[config.mk]
export PLATFORM = sky130hd
export DESIGN_NAME = cordic_phase_gen
export DESIGN_NICKNAME = d
export VERILOG_FILES = /design/src/rtl/cordic_phase_pkg.sv /design/src/rtl/cordic_lfsr.sv /design/src/rtl/cordic_phase_gen.sv
export SDC_FILE = /design/constraint.sdc
export NUM_CORES = 1
export LEC_CHECK = 0
export ABC_AREA = 1
export BUFFER_PORTS_ARGS = -buffer_cell sky130_fd_sc_hd__buf_2
export CORE_ASPECT_RATIO = 1.2
export CORE_MARGIN = 2
export CORE_UTILIZATION = 65
export DETAILED_ROUTE_END_ITERATION = 6
export PLACE_DENSITY = 0.86
export SLEW_MARGIN = 20
export SYNTH_ARGS = -nofsm -noshare
export SYNTH_HDL_FRONTEND = slang
export SYNTH_HIERARCHICAL = 1
export SYNTH_SLANG_ARGS = --single-unit
[constraint.sdc]
create_clock -name clk -period 4.75 [get_ports clk]
set_input_delay 0 -clock clk [delete_from_list [all_inputs] [get_ports clk]]
set_output_delay 0 -clock clk [all_outputs]
set_load 0.03 [all_outputs]
[src/rtl/cordic_phase_pkg.sv]
// Shared types and constants for the cordic phase generator.
// FSM state encoding, dither LFSR seed/taps and burst counter width.
package cordic_phase_pkg;

  typedef enum logic {
    S_IDLE,
    S_RUN
  } state_e;

  // Fibonacci LFSR, taps 16,14,13,11 as a right-shift mask on bits 0,2,3,5
  localparam logic [15:0] LFSR_SEED = 16'hACE1;
  localparam logic [15:0] LFSR_TAPS = 16'h002D;

  localparam int BURST_W = 16;

endpackage

[src/rtl/cordic_lfsr.sv]
// 16-bit Fibonacci LFSR used to dither the truncated phase.
// Ports: clk, rst_n (async low), adv (step once), lfsr (current state).
module cordic_lfsr
  import cordic_phase_pkg::*;
(
  input  logic        clk,
  input  logic        rst_n,
  input  logic        adv,
  output logic [15:0] lfsr
);

  logic [15:0] lfsr_q;
  logic [15:0] lfsr_d;

  always_comb begin
    lfsr_d = lfsr_q;
    if (adv) begin
      lfsr_d = {^(lfsr_q & LFSR_TAPS), lfsr_q[15:1]};
    end
  end

  always_ff @(posedge clk or negedge rst_n) begin
    if (!rst_n) lfsr_q <= LFSR_SEED;
    else        lfsr_q <= lfsr_d;
  end

  assign lfsr = lfsr_q;

endmodule

[src/rtl/cordic_phase_gen.sv]
// Phase accumulator feeding a cordic stage: bursts of st/phi samples
// every cfgDiv+1 clocks. Ports: clk, reset (async low), cfg* shadow
// writes (cfgWe), start/stop/burstLen control, st/phi/busy/done out.
// Optional phase dither enabled by CORDIC_PHASE_DITHER_EN.
module cordic_phase_gen
  import cordic_phase_pkg::*;
#(
  parameter int PHI_WIDTH = 16,
  parameter int ACC_WIDTH = 24,
  parameter int DIV_WIDTH = 8
) (
  input  logic                 clk,
  input  logic                 reset,
  input  logic                 cfgWe,
  input  logic [ACC_WIDTH-1:0] cfgFreq,
  input  logic [PHI_WIDTH-1:0] cfgPhase,
  input  logic [DIV_WIDTH-1:0] cfgDiv,
  input  logic                 start,
  input  logic                 stop,
  input  logic [BURST_W-1:0]   burstLen,
  output logic                 st,
  output logic [PHI_WIDTH-1:0] phi,
  output logic                 busy,
  output logic                 done
);

  state_e               state_q, state_d;
  logic [ACC_WIDTH-1:0] acc_q, acc_d;
  logic [DIV_WIDTH-1:0] div_q, div_d;
  logic [BURST_W-1:0]   cnt_q, cnt_d;
  logic [BURST_W-1:0]   burst_q, burst_d;
  logic [ACC_WIDTH-1:0] sh_freq_q, sh_freq_d;
  logic [PHI_WIDTH-1:0] sh_phase_q, sh_phase_d;
  logic [DIV_WIDTH-1:0] sh_div_q, sh_div_d;
  logic [ACC_WIDTH-1:0] act_freq_q, act_freq_d;
  logic [PHI_WIDTH-1:0] act_phase_q, act_phase_d;
  logic [DIV_WIDTH-1:0] act_div_q, act_div_d;
  logic                 st_q, st_d;
  logic                 done_q, done_d;
  logic [PHI_WIDTH-1:0] phi_q, phi_d;

  logic                 tick;
  logic [BURST_W-1:0]   cnt_inc;
  logic [PHI_WIDTH-1:0] acc_top;

  // stop wins over a tick due in the same cycle
  assign tick    = (state_q == S_RUN) && (div_q == '0) && !stop;
  assign cnt_inc = cnt_q + BURST_W'(1);

`ifdef CORDIC_PHASE_DITHER_EN
  localparam int DITH_W = ACC_WIDTH - PHI_WIDTH;

  logic [15:0]          lfsr;
  logic [ACC_WIDTH-1:0] dith;
  logic [ACC_WIDTH-1:0] acc_mix;

  cordic_lfsr u_lfsr (
    .clk   (clk),
    .rst_n (reset),
    .adv   (tick),
    .lfsr  (lfsr)
  );

  always_comb begin
    dith = '0;
    for (int i = 0; i < DITH_W; i++) begin
      dith[i] = lfsr[i];
    end
  end

  // dither only shapes the output; acc itself stays exact
  assign acc_mix = acc_q + dith;
  assign acc_top = acc_mix[ACC_WIDTH-1 -: PHI_WIDTH];
`else
  assign acc_top = acc_q[ACC_WIDTH-1 -: PHI_WIDTH];
`endif

  always_comb begin
    state_d     = state_q;
    acc_d       = acc_q;
    div_d       = div_q;
    cnt_d       = cnt_q;
    burst_d     = burst_q;
    act_freq_d  = act_freq_q;
    act_phase_d = act_phase_q;
    act_div_d   = act_div_q;
    sh_freq_d   = sh_freq_q;
    sh_phase_d  = sh_phase_q;
    sh_div_d    = sh_div_q;
    st_d        = 1'b0;
    done_d      = 1'b0;
    phi_d       = phi_q;

    if (cfgWe) begin
      sh_freq_d  = cfgFreq;
      sh_phase_d = cfgPhase;
      sh_div_d   = cfgDiv;
    end

    unique case (state_q)
      S_IDLE: begin
        if (start && !stop) begin
          state_d     = S_RUN;
          acc_d       = '0;
          cnt_d       = '0;
          burst_d     = burstLen;
          div_d       = '0;
          act_freq_d  = sh_freq_q;
          act_phase_d = sh_phase_q;
          act_div_d   = sh_div_q;
        end
      end
      S_RUN: begin
        if (stop) begin
          state_d = S_IDLE;
        end else if (tick) begin
          st_d        = 1'b1;
          phi_d       = acc_top + act_phase_q;
          acc_d       = acc_q + act_freq_q;
          div_d       = act_div_q;
          act_freq_d  = sh_freq_q;
          act_phase_d = sh_phase_q;
          act_div_d   = sh_div_q;
          cnt_d       = cnt_inc;
          if ((burst_q != '0) && (cnt_inc == burst_q)) begin
            done_d  = 1'b1;
            state_d = S_IDLE;
          end
        end else begin
          div_d = div_q - DIV_WIDTH'(1);
        end
      end
      default: state_d = S_IDLE;
    endcase
  end

  always_ff @(posedge clk or negedge reset) begin
    if (!reset) begin
      state_q     <= S_IDLE;
      acc_q       <= '0;
      div_q       <= '0;
      cnt_q       <= '0;
      burst_q     <= '0;
      sh_freq_q   <= '0;
      sh_phase_q  <= '0;
      sh_div_q    <= '0;
      act_freq_q  <= '0;
      act_phase_q <= '0;
      act_div_q   <= '0;
      st_q        <= 1'b0;
      done_q      <= 1'b0;
      phi_q       <= '0;
    end else begin
      state_q     <= state_d;
      acc_q       <= acc_d;
      div_q       <= div_d;
      cnt_q       <= cnt_d;
      burst_q     <= burst_d;
      sh_freq_q   <= sh_freq_d;
      sh_phase_q  <= sh_phase_d;
      sh_div_q    <= sh_div_d;
      act_freq_q  <= act_freq_d;
      act_phase_q <= act_phase_d;
      act_div_q   <= act_div_d;
      st_q        <= st_d;
      done_q      <= done_d;
      phi_q       <= phi_d;
    end
  end

  assign st   = st_q;
  assign phi  = phi_q;
  assign done = done_q;
  assign busy = (state_q == S_RUN);

endmodule

==> impl_metrics.py, run 1 <==
metrics = {
    "global_route": {
        "antenna_found_initial": 0,
        "globalRouteTotalUtil_pct": 33.29,
        "first_global_vias": 8835,
        "grt_pass1_wl_mm": 41.22,
        "pin_count_of_the_biggest_net_entering_global_routing": 97,
        "grt_overflow": 0,
    },
    "critical_path": {
        "startpoint_of_the_lowest_slack_register_to_register_path": "busy",
        "crit_slowest_cell": "buf_4",
        "r2r_cells": 7,
        "worst_setup_path_startpoint": "busy",
        "worst-endpoint-required_ps": 5090,
        "critical-path-max-stage-delay_ps": 520,
        "worstSetupEndpoint": "cnt_q[6]",
        "cp_cell_sequence": "inv_1 > nand3_1 > inv_1 > nor2_4 > buf_4 > inv_2 > o21ai_0",
        "worst_setup_path_end_kind": "register",
        "worst-r2r-setup-slack_ps": 2320,
        "arrival_ps": 2770,
        "critPathKind": "reg2reg",
        "cpMostUsedCell": "inv_1",
        "regToRegEndpoint": "cnt_q[6]",
        "critical_path_peak_fanout": 68,
        "setup.worst_path.start_class": "register",
    },
    "power": {
        "power_frac_clock_pct": 26.7,
        "powerDensity_nw_per_um2": 516.2,
        "leakage_nw": 5.929,
        "power.share.switching_pct": 39.32,
        "seq_power_share_pct": 38.2,
        "share_comb_of_total_power_pct": 35.1,
        "p_int_w": 0.003620,
        "total_switching_power_w": 0.002346,
        "worst_ir_drop_vdd_mv": 0.3034,
    },
    "run": {
        "max_cap_violations": 0,
    },
    "synth": {
        "mappedNetlistArea_um2": 9679,
        "synth.top_cells.by_count": "nand2_1 (375), dfrtp_1 (179), o21ai_0 (161), inv_1 (147), nor2_1 (81)",
        "yosys-top-cells-area": "dfrtp_1 (46%), nand2_1 (15%), o21ai_0 (8.3%), inv_1 (5.7%), ha_1 (5.2%)",
        "synth_seq_cells": 179,
        "synth.most_common_cell": "nand2_1",
        "postSynthNetCount": 1378,
        "synthDominantCellAreaShare_pct": 46.28,
        "synth.lib_cells_used.distinct": 41,
        "postSynth.topFlopCell": "dfrtp_1",
        "ys_async_sr_fraction_pct": 100.0,
        "postSynthCellCount": 1267,
        "post_synth.cell_area_avg_um2": 7.640,
        "synth_sequential_area_ratio_pct": 46.28,
        "netlist.top_cell.by_area": "dfrtp_1",
        "yosysWarnings": 6,
        "synth-edff-count": 0,
    },
    "floorplanning": {
        "chipHeight_um": 137.7,
        "ioPinCount": 88,
        "die_w_um": 115.4,
        "placementRows": 48,
        "initial_utilization_pct": 66.87,
        "design.core.area_um2": 14470,
        "fp.dieArea_um2": 15890,
    },
    "clocking": {
        "htree_levels": 4,
        "post_cts_clock_slew_at_the_launch_and_capture_registers_of_the_worst_setup_and_hold_paths_ps": 70,
        "clock_sinks": 179,
        "clk_path_buf_depth": 2,
        "worst_skew_pair.late_latency_ps": 430,
        "cts_tree": "yes",
        "cts.root.buffer_cell": "clkbuf_16",
        "cts.repair.resized": 0,
        "cts_setup_buffers": 0,
        "cts-hold-fix-buffers": 66,
        "tritoncts.num_buffers": 17,
    },
    "cells_and_area": {
        "fraction_of_final_layout_cells_with_drive_strength_greater_than_1_pct": 9.930,
        "final.fill_count": 945,
        "num_antenna_cells": 0,
        "area_growth_syn_to_layout_pct": 19.42,
        "finish.net_count": 1518,
    },
    "drt": {
        "via_per_instance_ratio": 5.579,
        "drc": 0,
        "detail_route.iter0.violations": 878,
        "drt-pass1-iter-count": 6,
        "routed_wire_length_per_instance_um": 15.55,
        "route.final.wire_length_mm": 25.18,
        "drtAntennaViolNets": 0,
        "dr_total_vias": 9038,
    },
    "sta": {
        "max_freq_mhz": 412.1,
        "report.final.setup_viol": 0,
        "finalClockSkew_ps": 8.624,
        "max_slew.worst_pin.slew_ps": 921.1,
        "fin_crit_ps": 2426,
        "timing_max_transition_violations_final": 0,
        "tns_ps": 0,
        "max_slew_margin_pct": 38.53,
        "timing_hold_violations_final": 0,
        "unrepaired_setup_endpoints_after_global_routing": "false",
        "post-route-period-util_pct": 51.08,
        "post-route-worst-setup-slack_ps": 2324,
    },
    "place": {
        "io_buffers": 87,
        "place.detailed.hpwl_mm": 16.41,
        "placement.setup.worst_slack_ps": 2392,
        "routabilityCongestion": 0.9496,
    },
    "status": {
        "status": "finished, final reports clean",
    },
    "hold_path": {
        "worst_hold_path_type": "in2reg",
    },
}
worst min path at each step:
| stage | start | endpoint | slack, ps | depth (start not counted) |
|---|---|---|---|---|
| after floorplan | reset | acc_q[0] | -300 | 0 |
| after global placement | reset | act_div_q[5] | 110 | 1 |
| after detailed placement | reset | act_div_q[5] | 110 | 1 |
| after CTS | stop | div_q[6] | 40 | 4 |
| after global routing | stop | div_q[1] | 70 | 4 |
| final | stop | div_q[6] | 40 | 4 |
cell type report:
cell class,instances,area (µm²),area share [%]
tap,200,250.2,2.165
sequential,179,4479,38.75
inverter,151,569.3,4.925
clock inverter,14,222.7,1.927
clock buffer,18,439.2,3.800
multi-input combinational,899,4451,38.50
timing repair buffer,159,1147,9.926
stage by stage:
stage | instance area (µm²) | hold WS [ps] | total power, W | cells | utilization [%]
after floorplan | 9679 | -295.6 | 0.003691 | 1267 | -
after global placement | 10240 | 110.1 | 0.004209 | 1522 | 70.72
after detailed placement | 10240 | 109.9 | 0.004279 | 1522 | 70.72
after CTS | 11560 | 37.35 | 0.005931 | 1620 | 79.86
after global routing | 11560 | 66.74 | 0.006358 | 1620 | 79.86
final | 11560 | 38.77 | 0.005967 | 1620 | 79.86
cells by family after synthesis:
family	synth area share [%]
AO/OA/AOI/OAI	14.99
XOR/XNOR	0.9953
AND/OR/NAND/NOR	24.41
flip-flops	46.28
buffers and inverters	7.743
adder cells (fa/ha/maj)	5.584
flip-flops by register name, summed over array words and instances, names as in the netlist:
signal / count
acc_q: 24
act_div_q: 8
act_freq_q: 24
act_phase_q: 16
burst_q: 16
busy: 1
cnt_q: 16
div_q: 8
done: 1
phi: 16
sh_div_q: 8
sh_freq_q: 24
sh_phase_q: 16
st: 1
power by group through the flow:
stage	Clock [W]	Combinational, W	Sequential [W]
3_5_place_dp	0	0.00200	0.00228
5_1_grt	0.00167	0.00238	0.00231
6_report	0.00159	0.00209	0.00228
4_1_cts	0.00160	0.00207	0.00227
3_3_place_gp	0	0.00194	0.00227
2_1_floorplan	0	0.00140	0.00229
per-layer routing:
| metal | up-vias | global-route usage (%) | routed length [µm] |
|---|---|---|---|
| met5 | - | 0 | 0 |
| met4 | 0 | 17.87 | 1209 |
| met3 | 79 | 4.883 | 1262 |
| met2 | 352 | 56.04 | 12330 |
| met1 | 4180 | 41.35 | 10390 |
| li1 | 4427 | - | - |
placed cells by master (no fill, tap or decap), types with 2 or more instances in the layout:
cell and instances:
xor2_1 5, a21o_1 3, nor2_2 3, ha_1 40, nand4_1 18, buf_2 86, o21ai_0 161, o211ai_1 4
bufinv_16 5, o21bai_1 7, o22ai_1 14, buf_4 6, o21ai_1 17, nor2_4 3, nand2_1 375, nand3_1 76
xnor2_1 6, clkinv_1 2, o21ai_2 2, nor3_1 10, nor2_1 81, inv_1 147, a31oi_1 5, nand2_2 2
clkinv_2 2, dlygate4sd3_1 66, inv_6 5, dfrtp_1 179, clkbuf_16 17, a21oi_1 55, fa_1 2
critical path: cells and delay by family (launching register included):
kind | cells | cell delay, ps
buf+inv | 4 | 1290
flops | 1 | 460
simple gates | 2 | 330
compound gates | 1 | 240
Note: power is estimated with default switching activity, not from simulation.
==> inputs of run 2 (changes only) <==
--- a/config.mk
+++ b/config.mk
@@ -9,9 +9,9 @@
 export BUFFER_PORTS_ARGS = -buffer_cell sky130_fd_sc_hd__buf_2
 export CORE_ASPECT_RATIO = 1.2
 export CORE_MARGIN = 2
-export CORE_UTILIZATION = 65
+export CORE_UTILIZATION = 60
 export DETAILED_ROUTE_END_ITERATION = 6
-export PLACE_DENSITY = 0.86
+export PLACE_DENSITY = 0.8
 export SLEW_MARGIN = 20
 export SYNTH_ARGS = -nofsm -noshare
 export SYNTH_HDL_FRONTEND = slang
==> constraint.sdc (replaced) <==
create_clock -name clk -period 2.4 [get_ports clk]
set_input_delay 0 -clock clk [delete_from_list [all_inputs] [get_ports clk]]
set_output_delay 0 -clock clk [all_outputs]
set_load 0.03 [all_outputs]
==> impl_metrics.py, run 2 (same netlist as run 1, synthesis figures left out) <==
metrics = {
    "status": {
        "status": "finished, final reports clean",
    },
    "power": {
        "share_comb_of_total_power_pct": 37.5,
        "total_switching_power_w": 0.004584,
        "worst_ir_drop_vdd_mv": 0.5964,
        "p_total_w": 0.01132,
        "seq_power_share_pct": 39.4,
        "power_frac_clock_pct": 23.1,
        "powerDensity_nw_per_um2": 978.7,
        "power.share.switching_pct": 40.50,
        "leakage_nw": 5.920,
        "p_int_w": 0.006736,
    },
    "sta": {
        "tns_ps": 0,
        "unrepaired_setup_endpoints_after_global_routing": "false",
        "fin_crit_ps": 2227,
        "max_slew_margin_pct": 51.79,
        "report.final.setup_viol": 0,
        "finalClockSkew_ps": 11.36,
        "post-route-period-util_pct": 92.80,
        "max_freq_mhz": 449.0,
        "timing_hold_violations_final": 0,
        "timing_max_transition_violations_final": 0,
        "max_slew.worst_pin.slew_ps": 723.1,
    },
    "floorplanning": {
        "design.core.area_um2": 15700,
        "ioPinCount": 88,
        "die_w_um": 119.9,
        "placementRows": 50,
        "initial_utilization_pct": 61.64,
        "chipHeight_um": 143.1,
        "fp.dieArea_um2": 17170,
    },
    "critical_path": {
        "arrival_ps": 2540,
        "crit_slowest_cell": "fa_1",
        "startpoint_of_the_lowest_slack_register_to_register_path": "acc_q[8]",
        "critical-path-max-stage-delay_ps": 410,
        "cp_top_family": "adder cells",
        "crit_buf_inv": 2,
        "r2r_cells": 13,
        "critPathKind": "reg2reg",
        "worst_setup_path_end_kind": "register",
        "cp_cell_sequence": "ha_1 > inv_1 > fa_1 > inv_1 > nand3_1 > nand2_1 > a21boi_1 > o21ai_0 > nand2_1 > nand2_1 > nand2_1 > nand2_1 > o21ai_1",
        "setup.worst_path.start_class": "register",
        "worst-r2r-setup-slack_ps": 170,
        "regToRegEndpoint": "phi[10]",
        "critical_path_peak_fanout": 3,
        "cpMostUsedCell": "nand2_1",
        "worst-endpoint-required_ps": 2720,
        "worstSetupEndpoint": "phi[10]",
        "path_depth": 13,
        "worst_setup_path_startpoint": "acc_q[8]",
    },
    "global_route": {
        "first_global_vias": 8688,
        "globalRouteTotalUtil_pct": 30.58,
        "antenna_found_initial": 0,
        "grt_pass1_wl_mm": 41.61,
        "pin_count_of_the_biggest_net_entering_global_routing": 65,
        "grt_overflow": 0,
    },
    "cells_and_area": {
        "final.fill_count": 1183,
        "finish.net_count": 1524,
        "top_regs": "acc_q x24, act_freq_q x24, sh_freq_q x24",
        "ff_latch_area_um2": 4479,
        "multi_input_comb_area_um2": 4453,
        "area_growth_syn_to_layout_pct": 19.49,
        "layout_commonest_cell": "nand2_1",
        "most_frequent_cells_in_the_layout": "nand2_1 (374), dfrtp_1 (179), o21ai_0 (161), inv_1 (147), buf_2 (86)",
        "num_antenna_cells": 0,
        "fraction_of_final_layout_cells_with_drive_strength_greater_than_1_pct": 10.24,
    },
    "drt": {
        "route.final.wire_length_mm": 24.89,
        "dr_total_vias": 8959,
        "detail_route.iter0.violations": 618,
        "drt-pass1-iter-count": 5,
        "drc": 0,
        "routed_wire_length_per_instance_um": 15.24,
        "drtAntennaViolNets": 0,
        "via_per_instance_ratio": 5.483,
    },
    "clocking": {
        "cts.root.buffer_cell": "clkbuf_16",
        "worst_skew_pair.late_latency_ps": 430,
        "post_cts_clock_slew_at_the_launch_and_capture_registers_of_the_worst_setup_and_hold_paths_ps": 70,
        "htree_levels": 4,
        "clock_sinks": 179,
        "cts_tree": "yes",
        "tritoncts.num_buffers": 17,
        "clk_path_buf_depth": 2,
    },
    "place": {
        "routabilityCongestion": 0.9628,
        "io_buffers": 87,
        "place.detailed.hpwl_mm": 17.33,
    },
    "hold_path": {
        "min-delay-start": "stop",
        "worst_hold_path_type": "in2reg",
    },
    "run": {
        "max_cap_violations": 0,
    },
}
[run 2: cell type report]
cell class / instances / share of cell area, %
repair buffers: 165 / 10.85
clock inverters: 10 / 0.6491
inverters: 151 / 4.922
flip-flops and latches: 179 / 38.73
multi-input cells: 899 / 38.50
well taps: 208 / 2.250
clock buffers: 22 / 4.100
[run 2: worst min path at each step]
| stage | to | cells past startpoint |
|---|---|---|
| after floorplan | acc_q[0] | 0 |
| after global placement | act_div_q[5] | 1 |
| after detailed placement | act_div_q[5] | 1 |
| after CTS | div_q[1] | 4 |
| after global routing | div_q[6] | 4 |
| final | div_q[1] | 4 |
[run 2: worst min-delay path: stages]
cell and delay (ps):
buf_2 70, inv_1 40, nand2_1 200, o22ai_1 130
[run 2: layer usage]
layer	share of wire, %	GRT usage, %	up-vias	wire length, µm
met5	0	0	-	0
met4	3.8	13.75	0	954
met1	42	37.98	4204	10540
li1	-	-	4431	-
met2	50	53.02	266	12420
met3	3.9	4.353	58	980
[run 2: stage by stage]
step	area, µm²	util [%]	setup slack [ps]	std cells	hold WS (ps)
4_1_cts	11560	73.59	194.7	1633	65.44
6_report	11570	73.66	172.8	1634	62.06
3_5_place_dp	10350	65.89	203.6	1535	4.830
5_1_grt	11570	73.66	8.160	1634	92.30
2_1_floorplan	9679	-	470.7	1267	-295.6
3_3_place_gp	10350	65.89	280.2	1535	3.012
[run 2: power by group through the flow]
| stage | sequential, W | combinational, W | clock [W] |
|---|---|---|---|
| after floorplan | 0.00453 | 0.00277 | 0 |
| after global placement | 0.00448 | 0.00397 | 0 |
| after detailed placement | 0.00449 | 0.00407 | 0 |
| after CTS | 0.00445 | 0.00421 | 0.00263 |
| after global routing | 0.00454 | 0.00483 | 0.00275 |
| final | 0.00446 | 0.00424 | 0.00262 |
[run 2: repair_timing]
action | 4_1_cts | 5_1_grt
buffers inserted | 0 | 1
endpoints found under the hold margin | 119 | 0
hold buffers | 66 | 0
resized for setup | 0 | 1
setup endpoints to repair | 0 | 1
